[src/rtl/btn_irq_pkg.sv]
// Shared constants for the button interrupt controller: button count, IRQ ID
// width and the debounce windows used in simulation and on the board.
package btn_irq_pkg;
  localparam int NUM_BTN          = 5;
  localparam int IRQ_ID_W         = 3;
  localparam int DEBOUNCE_SIM     = 20;
  localparam int DEBOUNCE_BOARD   = 1_000_000;
  localparam int DEBOUNCE_DEFAULT = DEBOUNCE_SIM;
endpackage

[src/rtl/btn_debounce.sv]
// One-bit button conditioner: 2-flop synchroniser, persistence counter and
// stable level, plus a one-cycle pulse on the cycle the stable level rises.
module btn_debounce #(
  parameter int DEBOUNCE_CYCLES = btn_irq_pkg::DEBOUNCE_DEFAULT,
  parameter int CNT_W           = $clog2(DEBOUNCE_CYCLES + 1)
) (
  input  logic clk,
  input  logic rstn,
  input  logic btn_i,
  output logic stable_o,
  output logic rise_o
);
  import btn_irq_pkg::*;

  logic             r_s1;
  logic             r_s2;
  logic             r_stable;
  logic [CNT_W-1:0] r_cnt;
  logic             w_at_limit;

  assign w_at_limit = (r_cnt == CNT_W'(DEBOUNCE_CYCLES - 1));

  always_ff @(posedge clk) begin
    if (!rstn) begin
      r_s1     <= 1'b0;
      r_s2     <= 1'b0;
      r_stable <= 1'b0;
      r_cnt    <= '0;
    end else begin
      r_s1 <= btn_i;
      r_s2 <= r_s1;
      // Any return to the accepted level restarts the persistence window.
      if (r_s2 == r_stable) begin
        r_cnt <= '0;
      end else if (w_at_limit) begin
        r_stable <= r_s2;
        r_cnt    <= '0;
      end else begin
        r_cnt <= r_cnt + CNT_W'(1);
      end
    end
  end

  assign stable_o = r_stable;
  assign rise_o   = r_s2 & ~r_stable & w_at_limit;
endmodule

[src/rtl/btn_irq_ctrl.sv]
// Button interrupt controller: debounced press edges latch into pending flags;
// enabled pending flags raise a level IRQ with the lowest active index as ID.
module btn_irq_ctrl #(
  parameter int NUM_BTN         = btn_irq_pkg::NUM_BTN,
  parameter int DEBOUNCE_CYCLES = btn_irq_pkg::DEBOUNCE_DEFAULT,
  parameter int CNT_W           = $clog2(DEBOUNCE_CYCLES + 1)
) (
  input  logic                             clk,
  input  logic                             rstn,
  input  logic [NUM_BTN-1:0]               btn_i,
  input  logic                             en_we,
  input  logic [NUM_BTN-1:0]               en_wdata,
  input  logic                             clr_we,
  input  logic [NUM_BTN-1:0]               clr_wdata,
  output logic [NUM_BTN-1:0]               btn_stable_o,
  output logic [NUM_BTN-1:0]               en_o,
  output logic [NUM_BTN-1:0]               pend_o,
  output logic                             irq_o,
  output logic [btn_irq_pkg::IRQ_ID_W-1:0] irq_id_o
);
  import btn_irq_pkg::*;

  logic [NUM_BTN-1:0]  w_stable;
  logic [NUM_BTN-1:0]  w_rise;
  logic [NUM_BTN-1:0]  w_clr_mask;
  logic [NUM_BTN-1:0]  w_act;
  logic [IRQ_ID_W-1:0] w_irq_id;
  logic [NUM_BTN-1:0]  r_en;
  logic [NUM_BTN-1:0]  r_pend;

  for (genvar g = 0; g < NUM_BTN; g++) begin : g_btn
    btn_debounce #(
      .DEBOUNCE_CYCLES (DEBOUNCE_CYCLES),
      .CNT_W           (CNT_W)
    ) u_debounce (
      .clk      (clk),
      .rstn     (rstn),
      .btn_i    (btn_i[g]),
      .stable_o (w_stable[g]),
      .rise_o   (w_rise[g])
    );
  end

  assign w_clr_mask = clr_we ? clr_wdata : '0;

  // Set is OR-ed in after the clear so a same-cycle press is never lost.
  always_ff @(posedge clk) begin
    if (!rstn) begin
      r_en   <= '0;
      r_pend <= '0;
    end else begin
      r_pend <= (r_pend & ~w_clr_mask) | w_rise;
      if (en_we) begin
        r_en <= en_wdata;
      end
    end
  end

  assign w_act = r_pend & r_en;

  always_comb begin
    w_irq_id = '0;
    for (int i = NUM_BTN - 1; i >= 0; i--) begin
      if (w_act[i]) begin
        w_irq_id = IRQ_ID_W'(i);
      end
    end
  end

  assign btn_stable_o = w_stable;
  assign en_o         = r_en;
  assign pend_o       = r_pend;
  assign irq_o        = |w_act;
  assign irq_id_o     = w_irq_id;
endmodule

[config.mk]
export PLATFORM = sky130hd
export DESIGN_NAME = btn_irq_ctrl
export DESIGN_NICKNAME = d
export VERILOG_FILES = /design/src/rtl/btn_irq_pkg.sv /design/src/rtl/btn_debounce.sv /design/src/rtl/btn_irq_ctrl.sv
export SDC_FILE = /design/constraint.sdc
export NUM_CORES = 1
export LEC_CHECK = 0
export ABC_AREA = 1
export BUFFER_PORTS_ARGS = -buffer_cell sky130_fd_sc_hd__buf_4
export CORE_ASPECT_RATIO = 2
export CORE_MARGIN = 8
export CORE_UTILIZATION = 49
export DETAILED_ROUTE_END_ITERATION = 8
export GPL_TIMING_DRIVEN = 0
export HOLD_SLACK_MARGIN = 0.02
export PLACE_DENSITY = 0.79
export SYNTH_ARGS = -nofsm -noshare
export SYNTH_HDL_FRONTEND = slang
export SYNTH_SLANG_ARGS = --single-unit
[constraint.sdc]
create_clock -name clk -period 1.1 [get_ports clk]
set_input_delay 0.22 -clock clk [delete_from_list [all_inputs] [get_ports clk]]
set_output_delay 0.22 -clock clk [all_outputs]
set_load 0.02 [all_outputs]
# After elaboration in Yosys (flattened, before gate mapping)
# Index checks and enable logic that the tools add are counted.
# op_classes
addsub,5
n_eq_ne,10
mux,6
n_bitwise,25
n_reduce_logical,11
# op_table
operator,n
adder 5 x 1 -> 5 bit (second input constant),5
equality test 5 bit (second input constant),5
two-way mux 3 bit,5
OR reduction 3 bit,5
inverter 1 bit,11
bitwise AND 1 bit,10
bitwise AND 5 bit,2
AND reduction 2 bit,5
equality test 1 bit,5
two-way mux 5 bit,1
inverter 5 bit,1
OR 5 bit,1
OR reduction 5 bit,1
# word_totals
regBits,50
inputBits,19
out_inout_bits,19

# Depth between registers and ports, before layout
# depth
word_depth,6
depth_mapped,7
ltp_nobuf,7

# By module
# A second synthesis with hierarchy kept.
# hier_totals
cells_unflattened,307
hier_area_um2,2259.7
# modules_own_cells
module,instances,cells_each,area_each_um2,seq_area_each_um2
btn_debounce,5,50,369.1,160.2
btn_irq_ctrl,1,57,414.1,200.2

# Least setup slack after synthesis
# Ideal clock, no wire load.
# synth_path
path_kind,register to output
from,"reg r_pend[3], in the netlist pend_o[3]"
to,out irq_id_o[0] (netlist bit)
arrival_time_ns,1.061
setup_slack_ns,-0.181
stages_incl_launch_ff,3
path_buffers,0
cell_sequence,dfxtp_1 nand3_1 a21boi_0
# synth_via
elab_chain_cells,5
# synth_lines
item,line_no,rtl
from (decl),btn_irq_ctrl.sv:29,logic [NUM_BTN-1:0] r_pend;
from (signal assigned),btn_irq_ctrl.sv:52,r_pend <= (r_pend & ~w_clr_mask) | w_rise;
bitwise AND 5 bit,btn_irq_ctrl.sv:59,assign w_act = r_pend & r_en;
two-way mux 3 bit (4 in a row),btn_irq_ctrl.sv:64,if (w_act[i]) begin
to (decl),btn_irq_ctrl.sv:19,output logic [btn_irq_pkg::IRQ_ID_W-1:0] irq_id_o
# Every way passes these cells.

# Worst setup path after layout
# layout_path
from,"reg r_en[1], in the netlist en_o[1]"
to,out irq_o
# layout_via
elab_chain_cells,2
# layout_lines
item,line_no,rtl
from (decl),btn_irq_ctrl.sv:28,logic [NUM_BTN-1:0] r_en;
from (signal assigned),btn_irq_ctrl.sv:54,r_en <= en_wdata;
bitwise AND 5 bit,btn_irq_ctrl.sv:59,
OR reduction 5 bit,btn_irq_ctrl.sv:73,assign irq_o = |w_act;
to (decl),btn_irq_ctrl.sv:18,"output logic irq_o,"
# Every way passes these cells.

==> flow_metrics.tcl <==
set metrics [dict create \
    coreArea_mm2 0.00409 \
    p_sw_mw 0.720 \
    max_cap_violations 0 \
    timing.final.ws_setup_ps -251 \
    ys.flop_type "dfxtp_1" \
    ios 38 \
    setup_viol 14 \
    num_rows 33 \
    dp.cells 355 \
    path_common_cell "nand2_4" \
    skew_ps 13.5 \
    holdWs_ps 99.5 \
    synth_nets 296 \
    seq_area_frac_synth_pct 48.0 \
    multi_input_area_mm2 0.00115 \
    cts_buffer_depth 2 \
    tightest_slew_ps 270 \
    synth_top_family_by_area "simple AND/OR/NAND/NOR gates" \
    muxShareOfSynthArea_pct 0 \
    grt-ovfl-total 0 \
    viasPerCell 4.90 \
    drv_slew 0 \
    whs_path_depth 3 \
    clkTransAtPathRegs_ps 80 \
    place_ws_ps -104 \
    startpoint_type "flop" \
    cts_buffers 5 \
    switching_share_pct 22.6 \
    antenna_found_initial 0 \
    htree_levels 2 \
    rsz0062_at_grt "yes" \
    root_buffer "clkbuf_8" \
    clock.fmax_mhz 740 \
    p_leak_nw 1.36 \
    seqCellArea_mm2 0.00105 \
    required_ps 880 \
    die_y_um 108 \
    drt_pass1_iterations 4 \
    clk-insertion-delay-late_ps 300 \
    fin_cells 375 \
    drt_iter0_markers 72 \
    stdcell_area_mm2 0.00303 \
    io_buffer_count 36 \
    internal_power_mw 2.46 \
    place_area_mm2 0.00243 \
    synth-simple-area-share_pct 26.5 \
    synthCells 267 \
    period_share_pct 123 \
    hold_viol 0 \
    ys_warn_count 0 \
    avgRoutedWirePerCell_um 14.0 \
    wl_mm 5.26 \
    synthAdderAreaFrac_pct 6.00 \
    dp_hpwl_mm 2.99 \
    yosys_register_bits 50 \
    path_cells "nand2_4, nand2_4, nor2_2, nand2_1, buf_6" \
    syn_area_per_cell_um2 7.81 \
    p_clk_share_pct 33.6 \
    hp-class "primary input to flop" \
    final.min_clock_period_ps 1350 \
    fp.dieArea_mm2 0.00672 \
    synth-compound-area-share_pct 3.00 \
    grt_pass1_wl_mm 7.66 \
    synth_area_mm2 0.00208 \
    start_util_pct 51.0 \
    synth_cell_types 17 \
    slew_headroom_pct 82.0 \
    drtAntennaViolNets 0 \
    drc_errors 0 \
    vias 1839 \
    crit_type "flop to output pin" \
    cp_slowest_cell "dfxtp_2" \
    clock_sinks 50 \
    max_stage_delay_ps 350 \
    synth_xor_area_share_pct 6.30 \
    track_usage_pct 14.1 \
    gp_congestion 0.783 \
    fin_util_pct 74.2 \
    synthArstFlopShare_pct 0 \
    crit_arrival_ps 1130 \
    n_antenna_cell 0 \
    power_density_mw_per_mm2 1050 \
    nets 351 \
    fillers 272 \
    grt_max_degree 15 \
    drive_gt1_share_pct 47.1 \
    p_seq_share_pct 58.7 \
    cts_tree "done" \
    critPathMaxFanout 3 \
    power_mw 3.18 \
    synth-edff-count 0 \
    status "finished with violations" \
    critPathCaptureType "output pin" \
    violations "setup timing" \
    p_comb_share_pct 7.7 \
    reg2reg_depth 5 \
    syn2layout_area_growth_pct 45.4 \
    grt_pass1_vias 1774 \
    setup_tns_ps -1070 \
    die_w_um 62.1 \
    vdd.ir_drop.worst_uv 1160 \
]
## layout make-up
| cell class | instances | share of cell area [%] |
|---|---|---|
| plain buffers | 5 | 1.32 |
| inverters | 42 | 5.70 |
| clock buffers | 7 | 2.85 |
| flip-flops and latches | 50 | 34.6 |
| well taps | 52 | 2.15 |
| multi-input cells | 167 | 38.0 |
| repair buffers | 51 | 15.2 |
| clock inverters | 1 | 0.165 |
## worst max-delay path: cells and delay by family, from the launching register on
family	cells	cell delay (ps)
flops	1	350
buf+inv	1	130
simple gates	4	340
## routing by layer
layer  track usage [%]  wire [um]  vias to the layer above
met2              28.4       3020                       45
met5                 0          0                        -
met1              12.0       1900                      863
li1                  -          -                      919
met4              8.57        182                        0
met3              3.11        161                       12
## cell usage in the layout, fill, tap and decap left out, types with 2 or more instances in the layout
cell      instances
nand2_1          42
nor2_1           35
buf_4            31
inv_1            26
dfxtp_1          25
buf_6            23
dfxtp_2          18
nand3_1          15
nor2_2           11
inv_2            10
xor2_1           10
ha_4             10
nand2_4           7
dfxtp_4           7
nand3_2           6
inv_4             6
clkbuf_8          6
nand2_2           5
o21ai_0           5
nor2_4            5
xnor2_1           5
a21oi_1           5
buf_2             2
nand4_1           2
## timing repair
action,in CTS,in global routing
endpoints found under the setup margin,41,44
hold buffers,0,0
gates resized for setup,77,49
buffers inserted,7,10
pin swaps,22,22
## synth_stat cells, drive strengths merged (2+ instances only)
cell type,instances,area (um^2)
a21oi,6,30.0
buf,8,55.1
dfxtp,50,1000
ha,10,125
inv,42,158
nand2,54,203
nand3,22,110
nand4,2,12.5
nor2,51,221
o21ai,5,25.0
xnor2,5,43.8
xor2,10,87.6
## logic make-up (layout without fill, tap and decap cells)
| group | count (synthesis) | in the layout |
|---|---|---|
| xor+xnor | 15 | 15 |
| fa+ha+maj | 10 | 10 |
| compound gates | 12 | 12 |
| simple gates | 130 | 130 |
| buf+inv | 50 | 106 |
| flops | 50 | 50 |
## state kept, by name, summed over array words and instances, names as in the netlist
register / cells
g_btn.u_debounce.stable_o: 5
g_btn.u_debounce.r_s2: 5
pend_o: 5
en_o: 5
g_btn.u_debounce.r_s1: 5
g_btn.u_debounce.r_cnt: 25
## worst paths after layout
kind / start / endpoint / slack [ps]
worst max-delay path: en_o[1]$_SDFFE_PN0P_ / irq_o / -250
worst min register to register: g_btn[2].u_debounce.r_s1$_SDFF_PN0_ / g_btn[2].u_debounce.r_s2$_SDFF_PN0_ / 400
worst min-delay path: btn_i[0] / g_btn[0].u_debounce.r_s1$_SDFF_PN0_ / 100
worst max register to register: g_btn[1].u_debounce.r_cnt[0]$_SDFF_PP0_ / pend_o[1]$_SDFF_PN0_ / -30
## power by group through the flow
stage          Combinational (mW)  Sequential (mW)  Clock [mW]
6_report                    0.246             1.87        1.07
5_1_grt                     0.269             1.87        1.16
4_1_cts                     0.214             1.87        1.11
3_5_place_dp                0.179             1.91           0
3_3_place_gp                0.176             1.91           0
2_1_floorplan              0.0753             1.92           0
Power figures use the tool's default switching activity.
